`src/rtl/vga_timing_pkg.sv`:
```
// vga_timing_pkg
//   Shared constants for the VGA raster timing block: default 640x480@60
//   timing, derived totals and sync window bounds, the coordinate width and
//   a small window-decode helper used by the top level.
//   Optional feature macro used by the top level: VGA_TIMING_PIXEL_DOUBLE_EN.
package vga_timing_pkg;

  localparam int CW = 10;

  localparam int H_ACTIVE = 640;
  localparam int H_FP     = 16;
  localparam int H_SYNC   = 96;
  localparam int H_BP     = 48;
  localparam int V_ACTIVE = 480;
  localparam int V_FP     = 10;
  localparam int V_SYNC   = 2;
  localparam int V_BP     = 33;

  localparam int H_TOTAL  = H_ACTIVE + H_FP + H_SYNC + H_BP;
  localparam int V_TOTAL  = V_ACTIVE + V_FP + V_SYNC + V_BP;
  localparam int HS_START = H_ACTIVE + H_FP;
  localparam int HS_END   = HS_START + H_SYNC;
  localparam int VS_START = V_ACTIVE + V_FP;
  localparam int VS_END   = VS_START + V_SYNC;

  // Half-open window test lo <= v < hi. One extra bit keeps a bound equal
  // to 1024 representable.
  function automatic logic in_window(input logic [CW:0] v,
                                     input logic [CW:0] lo,
                                     input logic [CW:0] hi);
    return (v >= lo) && (v < hi);
  endfunction

endpackage

```
`src/rtl/vga_axis_counter.sv`:
```
// vga_axis_counter
//   Modulo-N counter for one raster axis.
//   Ports:
//     clk       in   pixel clock
//     rst       in   asynchronous active-high reset (count -> N-1)
//     inc       in   advance the count this cycle
//     count_nxt out  value the count takes on the coming edge (combinational)
//     wrap      out  registered flag, high while the count sits at N-1, so
//                    the next increment wraps to 0
module vga_axis_counter
  import vga_timing_pkg::*;
#(
  parameter int N = H_TOTAL,
  parameter int W = CW
) (
  input  logic         clk,
  input  logic         rst,
  input  logic         inc,
  output logic [W-1:0] count_nxt,
  output logic         wrap
);

  localparam logic [W-1:0] LAST = W'(N - 1);

  if (N < 2 || N > (2 ** W)) begin : g_bad_modulus
    $error("vga_axis_counter: modulus %0d does not fit %0d bits", N, W);
  end

  logic [W-1:0] count;

  always_comb begin
    count_nxt = count;
    if (inc) begin
      if (count == LAST) count_nxt = '0;
      else               count_nxt = count + 1'b1;
    end
  end

  // Reset parks the count on its last value so the first edge after release
  // lands on 0, and the wrap flag agrees with that parked value.
  always_ff @(posedge clk or posedge rst) begin
    if (rst) begin
      count <= LAST;
      wrap  <= 1'b1;
    end else begin
      count <= count_nxt;
      wrap  <= (count_nxt == LAST);
    end
  end

endmodule

```
`src/rtl/vga_timing_gen.sv`:
```
// vga_timing_gen
//   VGA raster timing generator (default 640x480@60 at 25.2 MHz).
//   Ports:
//     clk          in   pixel clock
//     rst          in   asynchronous active-high reset
//     hsync        out  horizontal sync, active level HS_POL
//     vsync        out  vertical sync, active level VS_POL
//     de           out  high inside the active area
//     x, y         out  raster position, 0..H_TOTAL-1 / 0..V_TOTAL-1
//     line_start   out  one-cycle pulse at x==0
//     frame_start  out  one-cycle pulse at x==0, y==0
//   With VGA_TIMING_PIXEL_DOUBLE_EN defined, also:
//     px, py       out  x>>1, y>>1 for a 320x240 line-doubled source
//     pix_fetch    out  high on active cycles with even x
//   Every output is registered from the counters' next values, so all of
//   them describe the same pixel in the same cycle.
module vga_timing_gen
  import vga_timing_pkg::*;
#(
  parameter int H_ACTIVE = vga_timing_pkg::H_ACTIVE,
  parameter int H_FP     = vga_timing_pkg::H_FP,
  parameter int H_SYNC   = vga_timing_pkg::H_SYNC,
  parameter int H_BP     = vga_timing_pkg::H_BP,
  parameter int V_ACTIVE = vga_timing_pkg::V_ACTIVE,
  parameter int V_FP     = vga_timing_pkg::V_FP,
  parameter int V_SYNC   = vga_timing_pkg::V_SYNC,
  parameter int V_BP     = vga_timing_pkg::V_BP,
  parameter bit HS_POL   = 1'b0,
  parameter bit VS_POL   = 1'b0
) (
  input  logic          clk,
  input  logic          rst,
  output logic          hsync,
  output logic          vsync,
  output logic          de,
  output logic [CW-1:0] x,
  output logic [CW-1:0] y,
  output logic          line_start,
  output logic          frame_start
`ifdef VGA_TIMING_PIXEL_DOUBLE_EN
  ,
  output logic [CW-2:0] px,
  output logic [CW-2:0] py,
  output logic          pix_fetch
`endif
);

  localparam int H_TOTAL  = H_ACTIVE + H_FP + H_SYNC + H_BP;
  localparam int V_TOTAL  = V_ACTIVE + V_FP + V_SYNC + V_BP;
  localparam int HS_START = H_ACTIVE + H_FP;
  localparam int HS_END   = HS_START + H_SYNC;
  localparam int VS_START = V_ACTIVE + V_FP;
  localparam int VS_END   = VS_START + V_SYNC;

  if (H_TOTAL > 1024 || V_TOTAL > 1024) begin : g_bad_totals
    $error("vga_timing_gen: H_TOTAL=%0d V_TOTAL=%0d exceed 1024", H_TOTAL, V_TOTAL);
  end

  localparam logic [CW:0] HA_C  = (CW+1)'(H_ACTIVE);
  localparam logic [CW:0] VA_C  = (CW+1)'(V_ACTIVE);
  localparam logic [CW:0] HSS_C = (CW+1)'(HS_START);
  localparam logic [CW:0] HSE_C = (CW+1)'(HS_END);
  localparam logic [CW:0] VSS_C = (CW+1)'(VS_START);
  localparam logic [CW:0] VSE_C = (CW+1)'(VS_END);

  logic [CW-1:0] hc_nxt_p0;
  logic [CW-1:0] vc_nxt_p0;
  logic          h_wrap_p0;
  logic          v_wrap_p0;

  vga_axis_counter #(
    .N (H_TOTAL),
    .W (CW)
  ) u_hcnt (
    .clk       (clk),
    .rst       (rst),
    .inc       (1'b1),
    .count_nxt (hc_nxt_p0),
    .wrap      (h_wrap_p0)
  );

  // h_wrap is high exactly while hc==H_TOTAL-1, so vc steps on the same edge
  // that hc returns to 0.
  vga_axis_counter #(
    .N (V_TOTAL),
    .W (CW)
  ) u_vcnt (
    .clk       (clk),
    .rst       (rst),
    .inc       (h_wrap_p0),
    .count_nxt (vc_nxt_p0),
    .wrap      (v_wrap_p0)
  );

  // ---- stage p0: decode the position the counters move to on this edge ----
  logic [CW:0] hx_p0;
  logic [CW:0] vy_p0;
  logic        de_p0;
  logic        hs_act_p0;
  logic        vs_act_p0;
  logic        ls_p0;
  logic        fs_p0;

  always_comb begin
    hx_p0     = {1'b0, hc_nxt_p0};
    vy_p0     = {1'b0, vc_nxt_p0};
    de_p0     = (hx_p0 < HA_C) && (vy_p0 < VA_C);
    hs_act_p0 = in_window(hx_p0, HSS_C, HSE_C);
    vs_act_p0 = in_window(vy_p0, VSS_C, VSE_C);
    // Both wrap flags high means the next position is (0,0); h_wrap alone
    // means the next position is x==0.
    ls_p0     = h_wrap_p0;
    fs_p0     = h_wrap_p0 && v_wrap_p0;
  end

  // ---- stage p1: registered outputs ----
  always_ff @(posedge clk or posedge rst) begin
    if (rst) begin
      x           <= '0;
      y           <= '0;
      de          <= 1'b0;
      hsync       <= ~HS_POL;
      vsync       <= ~VS_POL;
      line_start  <= 1'b0;
      frame_start <= 1'b0;
    end else begin
      x           <= hc_nxt_p0;
      y           <= vc_nxt_p0;
      de          <= de_p0;
      hsync       <= hs_act_p0 ? HS_POL : ~HS_POL;
      vsync       <= vs_act_p0 ? VS_POL : ~VS_POL;
      line_start  <= ls_p0;
      frame_start <= fs_p0;
    end
  end

`ifdef VGA_TIMING_PIXEL_DOUBLE_EN
  always_ff @(posedge clk or posedge rst) begin
    if (rst) begin
      px        <= '0;
      py        <= '0;
      pix_fetch <= 1'b0;
    end else begin
      px        <= hc_nxt_p0[CW-1:1];
      py        <= vc_nxt_p0[CW-1:1];
      pix_fetch <= de_p0 && !hc_nxt_p0[0];
    end
  end
`endif

endmodule

```
`config.mk`:
```
export PLATFORM = sky130hd
export DESIGN_NAME = vga_timing_gen
export DESIGN_NICKNAME = d
export VERILOG_FILES = /design/src/rtl/vga_timing_pkg.sv /design/src/rtl/vga_axis_counter.sv /design/src/rtl/vga_timing_gen.sv
export SDC_FILE = /design/constraint.sdc
export NUM_CORES = 1
export LEC_CHECK = 0
export CORE_MARGIN = 1.5
export CORE_UTILIZATION = 30
export CTS_CLUSTER_DIAMETER = 60
export DETAILED_ROUTE_END_ITERATION = 8
export GPL_TIMING_DRIVEN = 0
export MAX_ROUTING_LAYER = met4
export PLACE_DENSITY = 0.49
export SLEW_MARGIN = 30
export SYNTH_ARGS = -nofsm -noshare
export SYNTH_HDL_FRONTEND = slang
export SYNTH_HIERARCHICAL = 1
export SYNTH_SLANG_ARGS = --single-unit
```
`constraint.sdc`:
```
create_clock -name clk -period 3.4 [get_ports clk]
set_input_delay 0.68 -clock clk [delete_from_list [all_inputs] [get_ports clk]]
set_output_delay 0.68 -clock clk [all_outputs]
set_load 0.005 [all_outputs]
```
==> flow_metrics.py <==
metrics = {
    "placement": {
        "gp_congestion": 0.868,
        "port_buffers": 26,
        "dp_hpwl_um": 2930,
    },
    "routing": {
        "wl_per_cell_um": 14.4,
        "drtAntennaViolNets": 0,
        "via_count": 1332,
        "wirelength_um": 4000,
        "dr.pass1.iters": 4,
        "viasPerCell": 4.79,
        "first_iter_violations": 77,
        "drc": 0,
    },
    "power_and_ir_drop": {
        "intPower_mw": 0.976,
        "sw_frac_of_total_pct": 26.3,
        "power_frac_clock_pct": 30.3,
        "p_per_area_nw_per_um2": 543,
        "pwr-share-seq_pct": 51.4,
        "combPwrFrac_pct": 18.3,
        "power.switching_mw": 0.349,
        "vdd_drop_max_mv": 0.333,
        "power_leakage_nw": 1.05,
        "power_mw": 1.33,
    },
    "synth": {
        "syn_nets": 172,
        "netlist_instances": 167,
        "synth_edf_count": 0,
        "synth_area_leaders": "dfrtp_1, dfstp_2, xor2_1, nand2_1, xnor2_1",
        "yosysSeqAreaShare_pct": 60.5,
        "synth_area_leader_cell": "dfrtp_1",
        "synthFlopType": "dfrtp_1",
        "syn_area_um2": 1970,
        "netlist.area_leader.share_pct": 41.9,
        "ys_warn_count": 6,
        "synth_seq_cells": 47,
        "synth_cell_types": 46,
        "ys_async_sr_fraction_pct": 100,
        "syn_area_per_cell_um2": 11.8,
    },
    "critical_path": {
        "r2r_slack_ns": 1.06,
        "path_class": "reg -> reg",
        "reg2regPathDepth": 6,
        "crit_chain": "clkbuf_1, nand2_1, nor3_1, xor2_1, nand4_1, or4b_1",
        "endpoint": "vsync",
        "worstPathArrival_ns": 2.56,
        "timing.rr.end": "vsync",
        "r2r-start": "u_hcnt/wrap",
        "crit_path_start": "u_hcnt/wrap",
        "slowest_stage": "dfstp_2",
        "cp_data_required_time_ns": 3.62,
        "cp-end-kind": "flip-flop",
        "critPathMaxFanout": 10,
        "critical_path.startpoint_type": "flip-flop",
        "cp_slowest_stage_delay_ns": 0.63,
    },
    "global_route": {
        "grt_max_degree": 26,
        "grt-ovfl-total": 0,
        "grt_antenna_before_repair": 0,
        "track_usage_pct": 12.9,
        "grt_pass1_wl_um": 7020,
        "grt_pass1_vias": 1474,
    },
    "outcome": {
        "outcome": "complete, no violations",
    },
    "sta": {
        "final_hold_viol_count": 0,
        "rsz0062_at_grt": "false",
        "finalClockSkew_ns": 0.00862,
        "drv_slew": 0,
        "max_freq_ghz": 0.427,
        "worst_slew_pin_slew_ns": 0.561,
        "final.period_utilization_pct": 68.8,
        "fin_crit_ns": 2.34,
        "setup-tns-final_ns": 0,
        "setup_viol": 0,
        "maxSlewHeadroom_pct": 62.5,
    },
    "clock_network": {
        "root_buffer": "clkbuf_8",
        "cts_tree": "built",
        "clock-sinks": 47,
        "clock_path_buffers": 2,
        "hold_buffers": 0,
        "cts_resized": 0,
        "cts_buffers": 5,
        "cts.clk_slew.worst_paths_ns": 0.09,
        "cts_setup_buffers": 0,
        "clock_latency_ns": 0.30,
        "h-tree-depth": 2,
    },
    "die": {
        "rows": 29,
        "core_area_um2": 6350,
        "die_x_um": 84.1,
        "ios": 27,
        "die_y_um": 84.1,
        "die_area_um2": 7070,
        "initial_core_util_pct": 31.1,
    },
    "final_layout": {
        "num_antenna_cells": 0,
        "final_cell_mix": "dfrtp_1, clkdlybuf4s50_1, nand2_1, dfstp_2, inv_1",
        "final_nets": 205,
        "utilization_pct": 38.4,
        "layout_commonest_cell": "dfrtp_1",
        "drive_above_1_share_pct": 16.9,
        "syn_to_final_growth_pct": 23.8,
    },
    "worst_hold_path": {
        "hp-class": "reg -> reg",
    },
    "run": {
        "cap_violations": 0,
    },
}
[worst max-delay path, delay by kind of cell, from the launching register on]
kind / cells / cell delay [ns]
XOR/XNOR: 1 / 0.26
buffers and inverters: 1 / 0.34
flip-flops: 1 / 0.63
AND/OR/NAND/NOR: 4 / 1.02
[state kept, by name (all words and copies together) (netlist names), 10 cells and up]
signal	count
u_hcnt/count	10
y	10
u_vcnt/count	10
x	10
[cell families (layout without fill, tap and decap cells)]
kind of cell / after synthesis / count (layout) / share of synthesized area, %
xor+xnor: 13 / 13 / 5.77
fa+ha+maj: 3 / 3 / 1.90
flops: 47 / 47 / 60.5
other cells: 1 / 1 / 0.190
compound gates: 22 / 22 / 8.12
buf+inv: 16 / 50 / 3.62
simple gates: 65 / 65 / 19.9
[power groups by stage]
stage | clock network [mW] | registers, mW | logic [mW]
6_report | 0.402 | 0.681 | 0.242
5_1_grt | 0.447 | 0.693 | 0.270
4_1_cts | 0.423 | 0.681 | 0.247
3_5_place_dp | 0 | 0.690 | 0.246
3_3_place_gp | 0 | 0.689 | 0.237
2_1_floorplan | 0 | 0.687 | 0.140
[cell type report]
| cell class | count | area (µm²) |
|---|---|---|
| fill | 618 | 3910 |
| sequential | 47 | 1190 |
| multi-input combinational | 104 | 707 |
| timing repair buffer | 26 | 260 |
| tap | 77 | 96.3 |
| clock buffer | 5 | 68.8 |
| inverter | 12 | 45.0 |
| clock inverter | 3 | 43.8 |
| buffer | 4 | 26.3 |
[metrics by stage]
step	setup WS, ns	hold slack (ns)	instance area (µm²)	instances
after global placement	0.979	0.478	2330	270
after CTS	1.06	0.479	2440	278
after global routing	0.905	0.488	2440	278
final	1.06	0.477	2440	278
after detailed placement	1.06	0.471	2330	270
after floorplan	1.42	0.429	1970	167
[synth_stat cells, types with 2 or more instances]
library cell   n
and4_1         2
nand4_1        7
and3_1         3
buf_4          3
nand2b_1       2
dfrtp_1       33
nand3_1        5
xor2_1         7
nand2_1       15
and2_1         4
o22ai_1        5
nor3_1         5
a21oi_1        2
xnor2_1        6
ha_1           3
dfstp_2       14
o21ai_1        2
or3_1          2
and4bb_1       3
nor2_1         7
inv_1         12
[how the worst min path moves through the flow]
| stage | start | cells past startpoint | end |
|---|---|---|---|
| detailed placement | u_hcnt/wrap | 0 | line_start |
| finish | u_hcnt/wrap | 0 | line_start |
| global placement | u_hcnt/wrap | 0 | line_start |
| global route | u_hcnt/wrap | 0 | line_start |
| floorplan | u_hcnt/wrap | 0 | line_start |
| CTS | u_hcnt/wrap | 0 | line_start |
[metal layers]
| metal | GRT usage (%) | share of wire (%) | vias to the layer above |
|---|---|---|---|
| met3 | 3.66 | 3.1 | 2 |
| met5 | - | 0 | - |
| met4 | 4.17 | 0.37 | 0 |
| met1 | 14.3 | 42 | 659 |
| met2 | 22.4 | 55 | 21 |
| li1 | - | - | 650 |
Note: power is estimated with default switching activity, not from simulation.
